## src/rtl/quire_posit_encoder.sv

```systemverilog
// Quire-to-posit read-out: segmented leading-one scan, normalize, round, pack.
// Optional round-to-nearest-even build via macro QUIRE_ENC_RNE_EN (default: truncate).
module quire_posit_encoder #(
   parameter int WIDTH    = 8,
   parameter int K        = 9,
   parameter int EXP      = 2,
   parameter int ACC      = (2**EXP)*(WIDTH-2),
   parameter int ACC_HEAD = $clog2(K)+2
) (
   input  logic                clk_i,
   input  logic                rstn,
   input  logic                q_vld,
   output logic                q_rdy,
   input  logic                acc_sign,
   input  logic [ACC_HEAD-1:0] acc_100,
   input  logic [ACC-1:0]      acc_000,
   input  logic [ACC-1:0]      acc_001,
   input  logic [ACC-1:0]      acc_010,
   input  logic [ACC-1:0]      acc_011,
   output logic [WIDTH-1:0]    posit_o,
   output logic                posit_vld,
   input  logic                posit_rdy,
   output logic                sat_o
);

   localparam int QW  = ACC_HEAD + 4*ACC;
   localparam int PW  = $clog2(QW);
   localparam int LW  = $clog2(ACC);
   localparam int FW  = WIDTH + EXP;
   localparam int SW  = 2*FW;
   localparam int SCW = PW + 2;
   localparam logic signed [SCW-1:0] LIM_S = SCW'((WIDTH-2)*(2**EXP));
   localparam logic [WIDTH-1:0] MAXPOS = {1'b0, {(WIDTH-1){1'b1}}};
   localparam logic [WIDTH-1:0] MINPOS = WIDTH'(1);

   typedef enum logic [2:0] {IDLE, SCAN, NORM, ENC, DONE} state_t;

   function automatic logic [LW-1:0] lead_pos(input logic [ACC-1:0] v);
      lead_pos = '0;
      for (int b = 0; b < ACC; b++)
         if (v[b]) lead_pos = LW'(b);
   endfunction

   function automatic logic round_inc(input logic guard, input logic sticky, input logic lsb);
`ifdef QUIRE_ENC_RNE_EN
      round_inc = guard & (sticky | lsb);
`else
      round_inc = 1'b0;
`endif
   endfunction

   state_t                  state_q, state_d;
   logic                    q_rdy_q, q_rdy_d;
   logic                    sign_q, sign_d;
   logic [QW-1:0]           mag_q, mag_d;
   logic [2:0]              seg_q, seg_d;
   logic [PW-1:0]           p_q, p_d;
   logic                    zero_q, zero_d;
   logic [FW-1:0]           frac_q, frac_d;
   logic                    sticky_q, sticky_d;
   logic signed [SCW-1:0]   scale_q, scale_d;
   logic [WIDTH-1:0]        posit_q, posit_d;
   logic                    sat_q, sat_d;

   logic [ACC-1:0]          seg_val;
   logic [QW-1:0]           aligned;
   logic signed [SCW-1:0]   kv;
   int                      ki, rlen;
   logic [SW-1:0]           regm, tail, stream;
   logic [WIDTH-2:0]        body;
   logic                    guard, sticky;
   logic [WIDTH-1:0]        rounded, mag_out;

   always_ff @(posedge clk_i) begin
      if (!rstn) begin
         state_q  <= IDLE;
         q_rdy_q  <= 1'b0;
         sign_q   <= 1'b0;
         mag_q    <= '0;
         seg_q    <= '0;
         p_q      <= '0;
         zero_q   <= 1'b0;
         frac_q   <= '0;
         sticky_q <= 1'b0;
         scale_q  <= '0;
         posit_q  <= '0;
         sat_q    <= 1'b0;
      end else begin
         state_q  <= state_d;
         q_rdy_q  <= q_rdy_d;
         sign_q   <= sign_d;
         mag_q    <= mag_d;
         seg_q    <= seg_d;
         p_q      <= p_d;
         zero_q   <= zero_d;
         frac_q   <= frac_d;
         sticky_q <= sticky_d;
         scale_q  <= scale_d;
         posit_q  <= posit_d;
         sat_q    <= sat_d;
      end
   end

   // Datapath helpers; the segment under scan is always moved down to bit 0.
   always_comb begin
      seg_val = ACC'(mag_q >> ((4 - int'(seg_q)) * ACC));
      aligned = mag_q << (QW - int'(p_q));
      kv      = scale_q >>> EXP;
      ki      = int'(kv);
      if (ki >= 0) begin
         regm = ~({SW{1'b1}} >> (ki + 1));
         rlen = ki + 2;
      end else begin
         regm = {1'b1, {(SW-1){1'b0}}} >> (-ki);
         rlen = 1 - ki;
      end
      tail    = {scale_q[EXP-1:0], frac_q, {(SW-EXP-FW){1'b0}}};
      stream  = regm | (tail >> rlen);
      body    = stream[SW-1 -: WIDTH-1];
      guard   = stream[SW-WIDTH];
      sticky  = (|stream[SW-WIDTH-1:0]) | sticky_q;
      rounded = {1'b0, body} + WIDTH'(round_inc(guard, sticky, body[0]));
   end

   always_comb begin
      state_d  = state_q;
      sign_d   = sign_q;
      mag_d    = mag_q;
      seg_d    = seg_q;
      p_d      = p_q;
      zero_d   = zero_q;
      frac_d   = frac_q;
      sticky_d = sticky_q;
      scale_d  = scale_q;
      posit_d  = posit_q;
      sat_d    = sat_q;
      mag_out  = '0;
      case (state_q)
         IDLE: begin
            if (q_vld && q_rdy_q) begin
               mag_d   = {acc_100, acc_000, acc_001, acc_010, acc_011};
               sign_d  = acc_sign;
               seg_d   = '0;
               zero_d  = 1'b0;
               state_d = SCAN;
            end
         end
         SCAN: begin
            if (|seg_val) begin
               p_d     = PW'((4 - int'(seg_q)) * ACC + int'(lead_pos(seg_val)));
               state_d = NORM;
            end else if (seg_q == 3'd4) begin
               zero_d  = 1'b1;
               p_d     = '0;
               state_d = NORM;
            end else begin
               seg_d = seg_q + 3'd1;
            end
         end
         NORM: begin
            // Shifting by QW-p drops the hidden one off the top.
            frac_d   = aligned[QW-1 -: FW];
            sticky_d = |aligned[QW-1-FW:0];
            scale_d  = $signed({2'b00, p_q}) - $signed(SCW'(2*ACC));
            state_d  = ENC;
         end
         ENC: begin
            if (zero_q) begin
               mag_out = '0;
               sat_d   = 1'b0;
            end else if (scale_q >= LIM_S || rounded[WIDTH-1]) begin
               mag_out = MAXPOS;
               sat_d   = 1'b1;
            end else if (scale_q < -LIM_S || rounded == '0) begin
               mag_out = MINPOS;
               sat_d   = 1'b1;
            end else begin
               mag_out = rounded;
               sat_d   = 1'b0;
            end
            posit_d = (sign_q && !zero_q) ? (~mag_out + WIDTH'(1)) : mag_out;
            state_d = DONE;
         end
         DONE: begin
            if (posit_rdy) state_d = IDLE;
         end
         default: state_d = IDLE;
      endcase
      q_rdy_d = (state_d == IDLE);
   end

   assign q_rdy     = q_rdy_q;
   assign posit_vld = (state_q == DONE);
   assign posit_o   = posit_q;
   assign sat_o     = sat_q;

endmodule
```

## config.mk

```make
export PLATFORM = sky130hd
export DESIGN_NAME = quire_posit_encoder
export DESIGN_NICKNAME = d
export VERILOG_FILES = /design/src/rtl/quire_posit_encoder.sv
export SDC_FILE = /design/constraint.sdc
export NUM_CORES = 1
export LEC_CHECK = 0
export BUFFER_PORTS_ARGS = -buffer_cell sky130_fd_sc_hd__buf_2
export CAP_MARGIN = 20
export CORE_MARGIN = 8
export CORE_UTILIZATION = 44
export CTS_CLUSTER_DIAMETER = 100
export DETAILED_ROUTE_END_ITERATION = 10
export HOLD_SLACK_MARGIN = 0.02
export PLACE_DENSITY = 0.66
export SETUP_SLACK_MARGIN = 0.05
export SLEW_MARGIN = 20
export SYNTH_ARGS = -nofsm -noshare
export SYNTH_HDL_FRONTEND = slang
export SYNTH_SLANG_ARGS = --single-unit
export TNS_END_PERCENT = 20
```

## constraint.sdc

```tcl
create_clock -name clk_i -period 6.4 [get_ports clk_i]
set_input_delay 1.6 -clock clk_i [delete_from_list [all_inputs] [get_ports clk_i]]
set_output_delay 1.6 -clock clk_i [all_outputs]
set_load 0.01 [all_outputs]
```

[Yosys cells after proc, flatten, opt, wreduce, memory -nomap -nowiden]
Cells that the tools add are included.
Operators by class
  equality and inequality tests: 9
  shift operators: 5
  $add $sub $neg: 10
  muxes and demuxes: 50
  reductions and logical operators: 14
  bitwise logic cells: 3
  $lt $le $gt $ge: 3
  multipliers: 1
Operators by type and width (count)
  $mux W5: 24
  $shl A102 B32 Y102: 1
  $shr A102 B32 Y24: 1
  $shr A20 B32 Y20 const A: 2
  $mux W7: 5
  $mux W32: 1
  $neg A6 Y32: 1
  $shr A20 B32 Y20: 1
  $reduce_or A24 Y1: 1
  $mux W3: 7
  $mux W20: 1
  $not A20 Y20: 1
  $or A20 B20 Y20: 1
  $mux W8: 2
  $pmux W3 S5: 1
  $add A8 B1 Y8 const B: 1
  $ge A8 B6 Y1 const B: 1
  $logic_not A8 Y1: 1
  $lt A8 B6 Y1 const B: 1
  $ne A2 B2 Y1 const B: 4
  $not A8 Y8: 1
  $reduce_and A4 Y1: 2
  $sub A7 B6 Y8 const B: 1
  $sub A7 B7 Y8 const A: 1
  other kinds (20): 32
Word-level totals
  bits in registers: 145
  logic and storage cells: 106
  output and inout bits: 11
  input bits: 107

[Depth between registers and ports, before layout]
Gate-level depths: netlist of run 1.
  depth after elaboration: 30
  gate-level depth with buffers: 21
  mapped depth without buffers: 19

[Worst setup path before layout of run 1]
OpenSTA, ideal clock, no wires.
  kind: reg2reg
  from: register seg_q[0]
  to: register p_q[5]
  library setup time: 117 ps
  path slack: 1322 ps
  required time: 6283 ps
  arrival: 4961 ps
  path buffers: 4
  cell stages (with the launch flop): 20
  period minus slack after synthesis: 5078 ps
  cell sequence: dfxtp_1 > buf_6 > clkbuf_1 > inv_1 > ha_1 > ha_1 > ha_1 > and2_1 > fa_1 > clkbuf_1 > buf_1 > o221ai_1 > o31a_1 > o41ai_1 > o21ai_2 > nor2b_1 > ha_1 > fa_1 > xor2_1 > a32o_1
Between the ends
  cells in the longest elaborated chain, start to end: 30
  elaborated cells between the ends (all ways): 34
  classes of those cells: 2 x add/sub; 1 x mul; 1 x eq/ne; 1 x shift; 26 x mux; 3 x reduce/logical
RTL lines
  start, declared: line 56  | logic [2:0] seg_q, seg_d;
  start signal, assigned: line 93  | seg_q <= seg_d;
  $sub A3 B3 Y4: line 106, 150
  $mul A4 B3 Y7: line 150  | p_d = PW'((4 - int'(seg_q)) * ACC + int'(lead_pos(seg_val)));
  $shr A102 B32 Y24: line 106  | seg_val = ACC'(mag_q >> ((4 - int'(seg_q)) * ACC));
  $mux W1: line 41  | if (v[b]) lead_pos = LW'(b);
  $mux W5 (22 in series): line 41
  $mux W5: line 149  | if (|seg_val) begin
  $mux W5: line 138  | case (state_q)
  $add A7 B6 Y7: line 150
  $mux W7: line 149
  end signal, assigned: line 94  | p_q <= p_d;
  end, declared: line 57  | logic [PW-1:0] p_q, p_d;
Parallel ways exist; a longest one is shown, timed or not. The select of a mux whose other input is x is not followed.
A chain may end at the register's enable or synchronous reset.

[Worst setup path in the final report of run 1]
  from: register seg_q[1]
  to: register p_q[5]
Same word-level chain as after synthesis.

==> results of run 1 <==
==> power by group through the flow <==
| stage | Clock, mW | Sequential [mW] | Combinational (mW) |
|---|---|---|---|
| after floorplan | 0 | 1.18 | 3.40 |
| after CTS | 1.01 | 1.40 | 4.33 |
| after global placement | 0 | 1.42 | 4.28 |
| final | 1.00 | 1.42 | 4.41 |
| after global routing | 1.06 | 1.44 | 4.74 |
| after detailed placement | 0 | 1.42 | 4.29 |
==> critical path: cells and delay by family, from the launching register on <==
kind,cells,cell delay (ps)
simple gates,2,350
fa+ha+maj,5,2810
xor+xnor,1,170
flops,1,350
buf+inv,1,160
compound gates,5,1490
==> state kept, by name (all words and copies together) (netlist names), 3 cells and up <==
register,flops
mag_q,102
p_q,7
seg_q,3
frac_q,5
scale_q,8
posit_o,8
state_q,3
==> final cells by class <==
cell class / count / area, um2
clock buffer: 17 / 425
sequential: 140 / 2810
multi-input combinational: 1331 / 9450
tap: 390 / 488
inverter: 20 / 76.3
fill: 2887 / 15200
clock inverter: 15 / 149
timing repair buffer: 144 / 788
==> path summary, 6_finish.rpt <==
| check | end | slack (ps) | cells after the start |
|---|---|---|---|
| max | p_q[5] | 930 | 14 |
| min | posit_o[2] | 460 | 2 |
| max reg2reg | p_q[5] | 930 | 14 |
| min reg2reg | posit_o[2] | 460 | 2 |
==> kinds of logic after synthesis <==
group                    share of synthesized area, %
AND/OR/NAND/NOR                                  19.8
AO/OA/AOI/OAI                                    25.6
multiplexers                                     21.6
buffers and inverters                            6.84
flip-flops                                       21.5
adder cells (fa/ha/maj)                          2.70
XOR/XNOR                                         2.02
==> metrics by stage <==
step                worst slack [ps]  utilization [%]
CTS                              957             48.2
detailed placement               999             46.3
global route                     452             48.2
floorplan                       1320                -
finish                           925             48.2
global placement                1150             46.3
==> per-layer routing <==
layer	track usage [%]	wire (um)	vias to the layer above
met1	34.6	20200	6391
met2	43.6	23000	752
met3	6.65	4580	144
met5	0	0	-
li1	-	-	6116
met4	14.5	2680	0
==> cells in the final DEF (no fill, tap or decap), types with 14 or more instances in the layout <==
cell	count
dfxtp_1	138
buf_2	117
a31oi_1	14
nand2_1	319
o31ai_1	14
mux4_2	55
clkbuf_16	17
ha_1	23
o21ai_0	59
nor2b_1	31
o22ai_1	25
a211oi_1	19
nand3_1	29
a21oi_1	199
buf_4	27
inv_1	16
mux2i_1	126
nor2_1	73
a32o_1	15
mux2_2	18
o211ai_1	23
nor3_1	20
nand2b_1	21
==> flow_metrics.tcl, run 1 <==
set metrics [dict create \
    leakagePower_nw 4.83 \
    io_pins 118 \
    design_area_um2 14200 \
    finalClockSkew_ps 12.7 \
    drive_gt1_share_pct 17.6 \
    reg2reg_from "seg_q[1]" \
    grt_pass1_vias 12700 \
    yosysSeqAreaShare_pct 21.5 \
    cts_resized 0 \
    fin_crit_sh_pct 85.5 \
    wire_per_inst_um 24.5 \
    synth_nets 1774 \
    numCtsBuffers 17 \
    drv_slew 0 \
    vias 13400 \
    row_count 63 \
    wirelength_um 50500 \
    dieArea_um2 35400 \
    criticalPathCategory "flop to flop" \
    dr.first_iter.drc_count 1642 \
    grt_pass1_wl_um 77000 \
    setup_violations 0 \
    hold_class "flop to flop" \
    finalHoldViolations 0 \
    p_sw_mw 3.58 \
    slew_headroom_pct 30.7 \
    path_clk_slew_ps 80 \
    cp-start-kind "flop" \
    synthTopCellsByCount "nand2_1, a21oi_1, dfxtp_1" \
    clock_sinks 140 \
    hold_buffers 0 \
    num-nets-final 1788 \
    drc 0 \
    post-synth-top-area-cell "dfxtp_1" \
    htree_levels 4 \
    place_inst 2025 \
    synth_top_cell_area_share_pct 21.5 \
    vias_per_cell 6.52 \
    numPortBuffers 117 \
    cts_tree "built" \
    yosysWarnings 0 \
    switching_share_pct 52.4 \
    yosysMostFrequentCell "nand2_1" \
    critPathRequiredTime_ps 6740 \
    synth_cell_types 107 \
    cpPeakStageDelay_ps 1100 \
    post-cts-setup-buffer-count 0 \
    syn2layout_area_growth_pct 8.58 \
    comb_power_share_pct 64.6 \
    chipWidth_um 188 \
    gp_congestion 1.00 \
    grt_max_degree 66 \
    die_y_um 188 \
    tightestPinTransition_ps 1040 \
    ir_drop_mv 0.214 \
    grt_setup_unrepaired "false" \
    synth.area.top_cells "dfxtp_1, mux2i_1, mux4_2" \
    p_clk_share_pct 14.7 \
    clock_latency_ps 450 \
    initial_core_util_pct 44.4 \
    p_int_mw 3.25 \
    cts_root_buffer "clkbuf_16" \
    place_area_um2 13600 \
    synth_area_per_cell_um2 7.96 \
    dr.pass1.iters 6 \
    power_mw 6.83 \
    ctsLongestPathBuffers 2 \
    ys.flop_type "dfxtp_1" \
    synth-seq-cells 140 \
    synth-edff-count 0 \
    drv_cap 0 \
    path_max_fanout 51 \
    outcome "completed" \
    fin_crit_ps 5470 \
    netlist_instances 1640 \
    hold_start "posit_o[2]" \
    synth_area_um2 13100 \
    slowest_stage "fa_1" \
    grt_usage_pct 27.6 \
    path_cells "inv_2 -> ha_4 -> ha_1 -> and2_1 -> fa_1 -> o221ai_1 -> o31a_1 -> o41ai_1 -> o21ai_2 -> nor2b_1 -> ha_1 -> fa_1 -> xor2_1 -> a32o_1" \
    critical_path_arrival_ps 5810 \
    antenna_found_initial 0 \
    async_flop_share_pct 0 \
    setup.worst_path.end_class "flop" \
    grt-ovfl-total 0 \
    antenna_left 0 \
    fmax_ghz 0.183 \
    post-dp-hpwl_um 37000 \
    p_per_area_nw_per_um2 482 \
    diodes 0 \
    pwr-share-seq_pct 20.8 \
    worst_hold_slack_ps 456 \
    setup.worst_path.start "seg_q[1]" \
    fin_cells 2057 \
    core_region_area_um2 29400 \
    finalSetupTns_ps 0 \
]
Note: power is estimated with default switching activity, not from simulation.
==> inputs of run 2 (changes only) <==
CORE_MARGIN = not set   (was 8)
clock period = 5.9 ns   (was 6.4 ns; I/O delays follow)
==> run 2 against run 1 <==
Effect of this change: combinational power is 9.1% higher; die area is 14% lower; hold slack worse by 0.89 ps; flip-flop and latch count stayed put; critical endpoint is now posit_o[6]; highest routed layer unchanged.
==> flow_metrics.tcl, run 2 (synthesis results as in run 1) <==
set metrics [dict create \
    outcome "completed" \
    post-dp-hpwl_um 35200 \
    syn2layout_area_growth_pct 9.17 \
    core_region_area_um2 28900 \
    place_area_um2 13600 \
    drv_slew 0 \
    numPortBuffers 117 \
    fin_ws_ps 626 \
    final_common_cell "nand2_1" \
    pre_cts_slack_ps 700 \
    htree_levels 4 \
    grt_pass1_wl_um 73900 \
    drc 0 \
    dieArea_um2 30400 \
    grt-ovfl-total 0 \
    largest_reg_flops 102 \
    min_delay_path_depth 2 \
    path_max_fanout 26 \
    power_mw 7.44 \
    antenna_left 0 \
    wirelength_um 48300 \
    setup.worst_path.start "scale_q[7]" \
    setup.worst_path.end_class "flop" \
    hold_buffers 0 \
    worst_hold_slack_ps 455 \
    dr.pass1.iters 5 \
    fillers 2824 \
    design_area_um2 14300 \
    grt_usage_pct 31.4 \
    cp-start-kind "flop" \
    clock_latency_ps 440 \
    critPathRequiredTime_ps 6230 \
    path_clk_slew_ps 70 \
    setup.worst_path.end "posit_o[6]" \
    use_met2_pct 48.4 \
    ctsLongestPathBuffers 2 \
    place_inst 2023 \
    chipWidth_um 174 \
    vias_per_cell 6.53 \
    numCtsBuffers 17 \
    hold_class "flop to flop" \
    drive_gt1_share_pct 17.7 \
    final_cell_mix "nand2_1, a21oi_1, dfxtp_1" \
    clock_sinks 140 \
    finalSetupTns_ps 0 \
    fin_crit_ps 5270 \
    wire_per_inst_um 23.5 \
    critical_path_arrival_ps 5600 \
    dr.first_iter.drc_count 1376 \
    fin_cells 2056 \
    diodes 0 \
    finalClockSkew_ps 10.2 \
    drv_cap 0 \
    r2r_end "posit_o[6]" \
    antenna_found_initial 2 \
    criticalPathCategory "flop to flop" \
    slew_headroom_pct 27.9 \
    grt_max_degree 108 \
    tightestPinTransition_ps 1070 \
    finalHoldViolations 0 \
    r2r_slack_ps 630 \
    grt_setup_unrepaired "false" \
    initial_core_util_pct 45.1 \
    largest-register "mag_q" \
    cts_resized 0 \
    cts_tree "built" \
    cts_root_buffer "clkbuf_16" \
    io_pins 118 \
    grt_pass1_vias 12400 \
    die_y_um 174 \
    reg2reg_from "scale_q[7]" \
    utilization_pct 49.3 \
    row_count 62 \
    grt_use_met1_pct 43.4 \
    p_per_area_nw_per_um2 522 \
    setup_violations 0 \
    vias 13400 \
    gp_congestion 1.10 \
    busiest_layer "met2" \
    met3_usage_pct 5.73 \
    multi_input_area_um2 9430 \
    r2r_cells 16 \
    final-seq-area_um2 2800 \
    ir_drop_mv 0.269 \
    leakagePower_nw 4.86 \
    fmax_ghz 0.190 \
    fin_crit_sh_pct 89.4 \
    post-cts-setup-buffer-count 0 \
    num-nets-final 1793 \
]
-- run 2: cell count changes in the layout (fill, tap and decap cells not counted), sizes merged --
cell      before  now
bufinv         0    2
clkbuf        17   21
clkinv         7    4
clkinvlp       1    3
inv           27   22
buf          144  149
-- run 2: where the power goes --
part | switching (mW) | internal, mW
clock network | 0.464 | 0.662
registers | 0.393 | 1.11
logic | 2.93 | 1.88
-- run 2: critical path, cell delays in order, from the launching register on --
cell and delay (ps):
dfxtp_1 720, inv_1 390, nand4_1 210, ha_1 720, o21ai_1 230, a22o_1 280
a2111oi_4 430, nand3b_1 200, o311ai_1 530, nor3_2 150, a21oi_1 190, or2_2 140
ha_1 150, a21boi_1 300, a41o_1 210, o21ai_1 70, a31o_1 210
-- run 2: layer usage --
layer  part of all wire (%)  routed length [um]
met1                     43               20700
met2                     44               21500
met3                    9.2                4440
met4                    3.5                1680
met5                      0                   0
-- run 2: final cells by class --
type / instances / area share, %
Timing Repair Buffer: 149 / 6.02
Tap cell: 384 / 3.37
Clock inverter: 11 / 0.922
Clock buffer: 21 / 3.30
Sequential cell: 140 / 19.7
Inverter: 20 / 0.535
Multi-Input combinational cell: 1331 / 66.2
-- run 2: worst min-delay path by stage --
stage | from | end | slack [ps]
after global placement | posit_o[7] | posit_o[7] | 440
after global routing | posit_o[7] | posit_o[7] | 490
after CTS | posit_o[7] | posit_o[7] | 460
after floorplan | frac_q[5] | frac_q[5] | 440
final | posit_o[7] | posit_o[7] | 450
after detailed placement | posit_o[7] | posit_o[7] | 450
